--- src/rtl/imm_pipe.sv ---
// Decode-stage immediate generator: combinational RV formats into a DEPTH-entry FIFO with valid/ready on both sides.
// Define IMM_ERR_CNT_EN to add the saturating illegal-format counter on ErrCount.
module imm_pipe #(
    parameter int XLEN  = 32,
    parameter int DEPTH = 2
) (
    input  logic            clk,
    input  logic            rst,
    input  logic            Flush,
    input  logic            InValid,
    output logic            InReady,
    input  logic [31:0]     Instr,
    input  logic [2:0]      ImmSrc,
    output logic            OutValid,
    input  logic            OutReady,
    output logic [XLEN-1:0] ImmExt,
    output logic            ImmErr,
    output logic [15:0]     ErrCount
);

    localparam int            AW   = $clog2(DEPTH);
    localparam logic [AW:0]   FULL = (AW+1)'(DEPTH);

    typedef struct packed {
        logic            err;
        logic [XLEN-1:0] imm;
    } entry_t;

    logic        s;
    logic [63:0] wide;
    entry_t      din;
    logic        unused;

    // Build every format at 64 bits and keep the low XLEN.
    always_comb begin
        s       = Instr[31];
        wide    = '0;
        din.err = 1'b0;
        case (ImmSrc)
            3'b000: wide = {{52{s}}, Instr[31:20]};
            3'b001: wide = {{52{s}}, Instr[31:25], Instr[11:7]};
            3'b010: wide = {{51{s}}, Instr[31], Instr[7], Instr[30:25], Instr[11:8], 1'b0};
            3'b011: wide = {{43{s}}, Instr[31], Instr[19:12], Instr[20], Instr[30:21], 1'b0};
            3'b100: wide = {{32{s}}, Instr[31:12], 12'b0};
            3'b101: wide = {59'b0, Instr[19:15]};
            3'b110: wide = (XLEN == 64) ? {58'b0, Instr[25:20]} : {59'b0, Instr[24:20]};
            default: begin
                wide    = 64'h0000_0000_0000_DEAD;
                din.err = 1'b1;
            end
        endcase
        din.imm = wide[XLEN-1:0];
    end

    assign unused = ^{Instr[6:0], wide};

    entry_t        mem [DEPTH];
    entry_t        head;
    logic [AW-1:0] wptr, rptr;
    logic [AW:0]   cnt;
    logic          push, pop;

    assign InReady  = (cnt != FULL);
    assign OutValid = (cnt != '0);
    assign push     = InValid && InReady && !Flush;
    assign pop      = OutValid && OutReady && !Flush;

    always_ff @(posedge clk) begin
        if (push) mem[wptr] <= din;
    end

    always_ff @(posedge clk or posedge rst) begin
        if (rst) begin
            wptr <= '0;
            rptr <= '0;
            cnt  <= '0;
        end else if (Flush) begin
            wptr <= '0;
            rptr <= '0;
            cnt  <= '0;
        end else begin
            if (push) wptr <= wptr + 1'b1;
            if (pop)  rptr <= rptr + 1'b1;
            case ({push, pop})
                2'b10:   cnt <= cnt + 1'b1;
                2'b01:   cnt <= cnt - 1'b1;
                default: cnt <= cnt;
            endcase
        end
    end

    // Outputs read zero while empty so stale storage never leaks out.
    assign head   = mem[rptr];
    assign ImmExt = OutValid ? head.imm : '0;
    assign ImmErr = OutValid ? head.err : 1'b0;

`ifdef IMM_ERR_CNT_EN
    logic [15:0] err_cnt;

    always_ff @(posedge clk or posedge rst) begin
        if (rst)
            err_cnt <= '0;
        else if (push && din.err && err_cnt != 16'hFFFF)
            err_cnt <= err_cnt + 16'd1;
    end

    assign ErrCount = err_cnt;
`else
    assign ErrCount = 16'h0000;
`endif

endmodule

--- config.mk ---
export PLATFORM = sky130hd
export DESIGN_NAME = imm_pipe
export DESIGN_NICKNAME = d
export VERILOG_FILES = /design/src/rtl/imm_pipe.sv
export SDC_FILE = /design/constraint.sdc
export NUM_CORES = 1
export LEC_CHECK = 0
export CORE_ASPECT_RATIO = 0.5
export CORE_UTILIZATION = 44
export DETAILED_ROUTE_END_ITERATION = 8
export GPL_ROUTABILITY_DRIVEN = 0
export GPL_TIMING_DRIVEN = 0
export PLACE_DENSITY = 0.74
export SLEW_MARGIN = 20
export SYNTH_ARGS = -nofsm -noshare
export SYNTH_HDL_FRONTEND = slang
export SYNTH_SLANG_ARGS = --single-unit
--- constraint.sdc ---
create_clock -name clk -period 3.3 [get_ports clk]
set_input_delay 0.33 -clock clk [delete_from_list [all_inputs] [get_ports clk]]
set_output_delay 0.33 -clock clk [all_outputs]
set_load 0.005 [all_outputs]
After elaboration in Yosys (flattened, before gate mapping)
Memories as Yosys holds them, arrays and structs flattened.
Cells that the tools add are included.
{"block": "classes", "add_sub_neg": 4, "n_eq_ne": 9, "mux": 12, "reduce_logical": 11}
{"cell": "case mux 32 bit (7 select lines)", "n": 1}
{"cell": "two-way mux 32 bit", "n": 1}
{"cell": "== test 3 bit (second input constant)", "n": 3}
{"cell": "two-way mux 1 bit", "n": 8}
{"cell": "OR reduction 7 bit", "n": 1}
{"cell": "== test 3 x 2 -> 1 bit (second input constant)", "n": 2}
{"cell": "nonzero test 2 bit", "n": 3}
{"cell": "logical AND 1 bit", "n": 4}
{"cell": "case mux 2 bit (2 select lines)", "n": 1}
{"cell": "== test 3 x 1 -> 1 bit (second input constant)", "n": 1}
{"cell": "zero test 3 bit", "n": 1}
{"cell": "nonzero test 3 bit", "n": 1}
{"cell": "adder 1 bit (second input constant)", "n": 2}
{"cell": "adder 2 x 1 -> 2 bit (second input constant)", "n": 1}
{"cell": "== test 2 x 1 -> 1 bit (second input constant)", "n": 1}
{"cell": "== test 2 bit (second input constant)", "n": 1}
{"cell": "two-way mux 2 bit", "n": 1}
{"cell": "inequality test 2 bit (second input constant)", "n": 1}
{"cell": "subtractor 2 x 1 -> 2 bit (second input constant)", "n": 1}
{"cell": "zero test 1 bit", "n": 1}
{"block": "totals", "register_bits": 4, "ram_bits": 66, "input_bits": 40, "out_inout_bits": 51, "elab_cells": 40, "n_memories": 1}
{"memory": "mem", "depth": 2, "width": 33, "rd": 1, "rd_clocked_by_memory_dff": 0, "wr": 1, "line_no": "57", "rtl": "entry_t mem [DEPTH];"}

Logic depth before layout (Yosys ltp)
Gate-level depths: netlist of the first run.
{"block": "logic_depth", "depth_word": 6, "depth_mapped": 5, "mapped_depth_nobuf": 4}

Worst setup path before layout of the first run
No wires, ideal clock.
{"block": "synth_path", "kind": "register to register", "from": "reg cnt[1]", "to": "mem mem[1][0] (netlist name), enable pin", "setup_ps": 472, "arrival_time_ps": 3179, "required_time_ps": 2828, "path_slack_ps": -350, "stages_incl_launch_ff": 5, "n_path_buf": 0, "period_less_slack_ps": 3650, "path_cell_list": "dfrtp_1 nor2b_1 inv_1 nand2_1 nor3b_1"}
{"block": "synth_between", "elab_chain_len": 5}
{"element": "from (decl)", "line_no": "60", "rtl": "logic [AW:0] cnt;"}
{"element": "from (signal assigned)", "line_no": "85", "rtl": "2'b10: cnt <= cnt + 1'b1;"}
{"element": "from (signal assigned)", "line_no": "86", "rtl": "2'b01: cnt <= cnt - 1'b1;"}
{"element": "from (signal assigned)", "line_no": "87", "rtl": "default: cnt <= cnt;"}
{"element": "inequality test 2 bit", "line_no": "63", "rtl": "assign InReady = (cnt != FULL);"}
{"element": "via InReady", "line_no": "11", "rtl": "output logic InReady,"}
{"element": "logical AND 1 bit (2 in a row)", "line_no": "65", "rtl": "assign push = InValid && InReady && !Flush;"}
{"element": "two-way mux 1 bit", "line_no": "69", "rtl": "if (push) mem[wptr] <= din;"}
{"element": "two-way mux 1 bit (implied by the code)", "line_no": "69"}
{"element": "to (decl)", "line_no": "57"}
The timed path passes the listed nets, and every way through them passes these cells.

Final worst setup path of the first run
{"block": "layout_path", "from": "reg cnt[0]", "to": "out ImmExt[18]"}
{"block": "layout_between", "elab_chain_len": 2}
{"element": "nonzero test 2 bit", "line_no": "64", "rtl": "assign OutValid = (cnt != '0);"}
{"element": "two-way mux 32 bit", "line_no": "94", "rtl": "assign ImmExt = OutValid ? head.imm : '0;"}
{"element": "to (decl)", "line_no": "16", "rtl": "output logic [XLEN-1:0] ImmExt,"}
Every way passes these cells.

==> impl_results.md, run 1 <==
* Die width at 128 um
* Seq/Total Area, Yosys at 0.597
* Initial DRC count at 200
* Leak at between 1.5 and 2 nW
* Synth warn at 0
* Die area at approximately 8300 um2
* Largest cells by area after synthesis: edfxtp_1 (57%), mux2i_1 (11%), buf_4 (4.7%)
* Largest net degree at the start of global routing at 17
* CTS root buffer: clkbuf_16
* Synth cell types at 38
* WL/cell at approximately 16 um
* Detailed Place HPWL at 5.63 mm
* Hold buffer count at cts at 0
* Period utilisation layout at 0.729
* Layout area overhead at 34.5%
* H-tree Lvls at 3
* Fraction of layout cells with a size suffix above 1 at 0.153
* N_diodes at 0
* Max Slew Vio Count at 0
* Clock skew at 0.00319 ns
* Max cap viols at 0
* Final ANT Viol Nets at 0
* Via count at 2526
* TritonCTS buffer count at 9
* Initial antenna violation count at 0
* Largest buffer count on any clock path at 2
* Finish-stage setup viols at 0
* Area leader, netlist: edfxtp_1
* Rel. slew slack at 0.644
* Yosys top cell area share at 0.568
* # fillers at 604
* Final wirelength at 7.81 mm
* CTS tree: yes
* Vias in the first global route at 2465
* # rows at 22
* Fmax achieved at 416 MHz
* Top_reg_cell synth: edfxtp_1
* Total gr overflow at 0
* Crit end category: primary output
* Worst reg-to-reg setup slack at 1.44 ns
* GRT Total Usage at 0.202
* Final hold viol count at 0
* Multi-input logic area at 1220 um2
* Hold WC Path Type: input port to asynchronous set/reset pin
* Reg clk slew, reported paths at 0.06 ns
* Worst skew pair latency at between 0.3 and 0.4 ns
* Crit path kind: register to primary output
* Final Hold Slack at 0.191 ns
* Syn Inst Count at ~280
* VDD IR max at between 300 and 400 uV
* Post-synth ARST share at 0.0571
* Die height at 65.0 um
* DRC at 0
* Mean Syn Cell Area at 12.5 um2
* Router iterations before antenna repair at 4
* Post-CTS Setup Inserts at 0
* Worst Path Max Fanout at 10
* Synthesized area at between 3000 and 4000 um2
* Clk sinks at 70
* CTS resizes at 0
* First-pass GRT wire length at 12.3 mm
* Post-synthesis register bit count at 70
* RSZ-0062 raised after global routing: no
* Crit path arrival time at 2.08 ns
* Nets at 415
* Core area at 7490 um2
* Status: finished clean
* Tmin final at 2.41 ns
* Io pins at 91
* Pwr/cell area at ~480 nW/um2
* Setup TNS at 0 ns
* Seq. cell area at 2080 um2
* Required @ worst endpoint at 2.97 ns
* Number of flops mapped to enable cells by yosys at 66
* Slew @ Worst Pin at 0.534 ns
* Crit path launch type: register
* Initial Util at 0.466
* IO buf count at 66
* DR vias/cell at 5.18
kinds of logic (layout without fill, tap and decap cells):
logic type	count (synthesis)	count (layout)	synth area share
DFF	70	70	0.597
and+or+nand+nor	63	63	0.0904
AOI/OAI and AO/OA	59	59	0.109
buffers and inverters	42	128	0.0746
muxes	40	40	0.115
adders and majority gates	2	2	0.00574
xor gates and xnor gates	2	2	0.00718
other	1	16	0.00108
report_power, final:
part | internal (mW) | switching (mW) | total, mW
combinational | 0.192 | 0.181 | 0.373
sequential | 1.02 | 0.0110 | 1.03
clock | 0.510 | 0.357 | 0.868
total | 1.72 | 0.549 | 2.27
area by class of cell:
class,count,share of cell area
sequential,70,0.444
multi-input combinational,182,0.261
timing repair buffer,70,0.153
buffer,34,0.0491
clock buffer,9,0.0480
tap,108,0.0288
clock inverter,7,0.0101
inverter,8,0.00640
final timing paths:
kind	to	cells past startpoint	from
max	ImmExt[18]	4	cnt[0]
min	cnt[1]	2	rst
min reg2reg	wptr	2	wptr
min in group clk	mem[0][3]	3	ImmSrc[1]
max in group asynchronous	rptr	2	rst
max reg2reg	mem[1][4]	5	cnt[1]
through the flow:
| step | setup slack (ns) | power, mW | cell area [um2] | util | cells |
|---|---|---|---|---|---|
| floorplan | 0.794 | 1.25 | 3550 | - | 294 |
| global placement | -0.154 | 1.40 | 4350 | 0.581 | 468 |
| detailed placement | 1.17 | 1.42 | 4420 | 0.590 | 472 |
| CTS | 0.864 | 2.28 | 4690 | 0.627 | 488 |
| global route | 0.756 | 2.35 | 4690 | 0.627 | 488 |
| finish | 0.895 | 2.27 | 4690 | 0.627 | 488 |
sequential cells by signal, summed over array words and instances, names as in the netlist:
signal  cells
mem        66
cnt         2
wptr        1
rptr        1
worst max-delay path, cell delays in order, from the launching register on:
cell             delay [ns]
dfrtp_1                0.44
nor2_1                 0.41
buf_2                  0.35
nor2_1                 0.10
clkdlybuf4s50_1        0.45
Yosys cell counts, types with 4 or more instances:
cell / instances
nor2b_1: 9
a21o_1: 15
o22ai_1: 5
dfrtp_1: 4
mux2i_1: 40
edfxtp_1: 66
nor3b_1: 4
buf_4: 22
a21oi_1: 18
inv_1: 7
nor2_1: 37
o21ai_0: 6
buf_2: 10
cell usage in the layout (no fill, tap or decap), drive strengths merged, types with 5 or more instances in the layout:
cell type / netlist / routed
a21o: 15 / 15
a21oi: 18 / 18
buf: 33 / 37
clkbuf: 1 / 10
clkdlybuf4s50: 0 / 66
conb: 1 / 16
edfxtp: 66 / 66
inv: 8 / 11
mux2i: 40 / 40
nor2: 37 / 37
nor2b: 9 / 9
o21ai: 6 / 6
o22ai: 5 / 5
routing by layer:
metal  up-vias  GRT usage  wire length, um
li1       1184          -                -
met1      1211      0.252             3420
met2       118      0.348             3830
met3        13     0.0471              473
met4         0     0.0691               95
met5         -          0                0
Power figures use the tool's default switching activity.
==> inputs of run 2 (changes only) <==
Settings changed: CORE_UTILIZATION 44 to 49, PLACE_DENSITY 0.74 to 0.78.
Clock period 3.3 ns to 2.4 ns, I/O delays scaled along.
==> run 2 against run 1 <==
Flip-flop and latch count is the same. Final area increased by 0.67%. Power is 47% higher. Clock skew grew 0.0044 ns. Clock-buffer cell count did not move. Non-clock buffer count did not move. Register-to-register slack got worse by 1.1 ns. Combinational power grew 38%. Critical path depth up 1. Core utilization rose by 7.0 points. Sequential power rose by 38%.
==> impl_results.md, run 2 (synthesized netlist as in run 1, its figures left out) <==
* Status: finished clean (unchanged)
* Fraction of layout cells with a size suffix above 1 at 0.158 (was 0.153)
* Initial DRC count at 176 (was 200)
* Seq. cell area at 2080 um2 (unchanged)
* Design area at 4720 um2 (was 4690 um2)
* DR vias/cell at 5.35 (was 5.18)
* Largest registers: mem (66), cnt (2) (unchanged)
* Worst skew pair latency at 0.33 ns (about the same)
* Slowest cell on the critical path: clkdlybuf4s50_1 (unchanged)
* Core area at 6780 um2 (was 7490 um2)
* Clock skew at 0.00762 ns (was 0.00319 ns)
* Max cap viols at 0 (unchanged)
* Post-Place Cells at 456 (was 472)
* Worst reg-to-reg setup slack at 0.34 ns (was 1.44 ns)
* Multi-input logic area at 1230 um2 (was 1220 um2)
* N_diodes at 0 (unchanged)
* Via count at 2527 (was 2526)
* Leak at 1.80 nW (was 1.79 nW)
* RSZ-0062 raised after global routing: no (unchanged)
* Layout area overhead at 35.4% (was 34.5%)
* Vias in the first global route at 2439 (was 2465)
* Setup TNS at 0 ns (unchanged)
* Router iterations before antenna repair at 4 (unchanged)
* Crit path launch type: register (unchanged)
* Slew @ Worst Pin at 0.701 ns (was 0.534 ns)
* Hold WC Path Type: input port to asynchronous set/reset pin (unchanged)
* Number of flip-flops in the largest register at 66 (unchanged)
* H-tree Lvls at 3 (unchanged)
* Detailed Place HPWL at 5.58 mm (was 5.63 mm)
* # rows at 21 (was 22)
* Fin worst setup slack at 0.245 ns (was 0.895 ns)
* Finish-stage setup viols at 0 (unchanged)
* Most flops, register: mem (unchanged)
* Total power at 3.34 mW (was 2.27 mW)
* GRT Total Usage at 0.219 (was 0.202)
* Crit end category: primary output (unchanged)
* Rel. slew slack at 0.532 (was 0.644)
* Post-CTS Setup Inserts at 0 (unchanged)
* Pwr/cell area at 708 nW/um2 (was 484 nW/um2)
* DRC at 0 (unchanged)
* CTS root buffer: clkbuf_16 (unchanged)
* Initial antenna violation count at 0 (unchanged)
* Die width at 121 um (was 128 um)
* WL/cell at 16.4 um (was 16.0 um)
* Period utilisation layout at 0.898
* Worst Path Max Fanout at 10 (unchanged)
* Tmin final at approximately 2.2 ns
* Post-DP Area at 4400 um2 (was 4420 um2)
* CTS tree: yes (unchanged)
* Final ANT Viol Nets at 0 (unchanged)
* R2r startpoint: cnt[1] (unchanged)
* Clk sinks at 70 (unchanged)
* VDD IR max at 343 uV (was 302 uV)
* Reg clk slew, reported paths at 0.05 ns (was 0.06 ns)
* Io pins at 91 (unchanged)
* Largest stage delay on the critical path at 0.44 ns (was 0.45 ns)
* Die area at 7480 um2 (was 8310 um2)
* Required @ worst endpoint at 2.16 ns (was 2.97 ns)
* Max Slew Vio Count at 0 (unchanged)
* Die height at 61.7 um (was 65.0 um)
* Final wirelength at 7.75 mm (was 7.81 mm)
* Largest buffer count on any clock path at 2 (unchanged)
* Crit path cell chain: buf_2, buf_4, mux2i_1, nor2_1, clkdlybuf4s50_1 (was nor2_1, buf_2, nor2_1, clkdlybuf4s50_1)
* # fillers at 471 (was 604)
* Fmax achieved at 464 MHz
* Total gr overflow at 0 (unchanged)
* Finished Layout Cells at 472 (was 488)
* FF-to-FF End: mem[1][18] (was mem[1][4])
* Most frequent cells in the layout: clkdlybuf4s50_1 (66), edfxtp_1 (66), mux2i_1 (40), nor2_1 (36), buf_4 (22) (was clkdlybuf4s50_1 (66), edfxtp_1 (66), mux2i_1 (40), nor2_1 (37), buf_4 (22))
* Nets at 415 (unchanged)
* Initial Util at 0.515 (was 0.466)
* Largest net degree at the start of global routing at 17 (unchanged)
* First-pass GRT wire length at 11.9 mm (was 12.3 mm)
* Crit path kind: register to primary output (unchanged)
* Final hold viol count at 0 (unchanged)
* Crit path arrival time at 1.92 ns (was 2.08 ns)
* Pre-CTS WS at 0.184 ns (was 1.17 ns)
* IO buf count at 66 (unchanged)
* TritonCTS buffer count at 9 (unchanged)
* FF-to-FF path depth at 5 (unchanged)
==> run 2: worst max-delay path: cells and delay by family, from the launching register on <==
kind,cells,cell delay (ns)
buf+inv,3,0.90
flops,1,0.33
mux,1,0.29
simple gates,1,0.07
==> run 2: worst max path at each step <==
| stage | slack [ns] | to | startpoint | depth (start not counted) |
|---|---|---|---|---|
| after global routing | 0.11 | ImmExt[27] | cnt[0] | 4 |
| after floorplan | 0.29 | mem[1][0] | cnt[1] | 4 |
| after global placement | -0.31 | mem[1][14] | InValid | 3 |
| final | 0.24 | ImmExt[18] | rptr | 5 |
| after detailed placement | 0.18 | mem[1][12] | InValid | 4 |
| after CTS | 0.1 | ImmExt[25] | cnt[0] | 4 |
==> run 2: per-layer routing <==
layer | routed length (um) | vias to the layer above | track usage
li1 | - | 1184 | -
met3 | 516 | 10 | 0.0454
met1 | 3330 | 1235 | 0.273
met5 | 0 | - | 0
met4 | 85 | 0 | 0.104
met2 | 3820 | 98 | 0.381
==> run 2: repair_timing <==
| item | in CTS | in global routing |
|---|---|---|
| endpoints found under the setup margin | 0 | 20 |
| gates resized for setup | 0 | 1 |
| hold buffers | 0 | 0 |
==> run 2: layout make-up <==
class                           count  area share
Buffer                             34      0.0487
Clock inverter                      7      0.0204
Multi-Input combinational cell    182       0.260
Sequential cell                    70       0.441
Inverter                            8     0.00636
Clock buffer                        9      0.0477
Timing Repair Buffer               70       0.152
Tap cell                           92      0.0244
==> run 2: report_power, final <==
part | internal, mW | switching [mW] | leakage (nW)
clock network | 0.912 | 0.499 | 0.150
registers | 1.40 | 0.0163 | 0.668
logic | 0.265 | 0.248 | 0.985
total | 2.58 | 0.763 | 1.80
==> run 2: metrics by stage <==
| step | util | hold slack (ns) |
|---|---|---|
| after floorplan | - | 0.00608 |
| after global placement | 0.641 | 0.432 |
| after detailed placement | 0.649 | 0.436 |
| after CTS | 0.696 | 0.0873 |
| after global routing | 0.697 | 0.112 |
| final | 0.697 | 0.0919 |
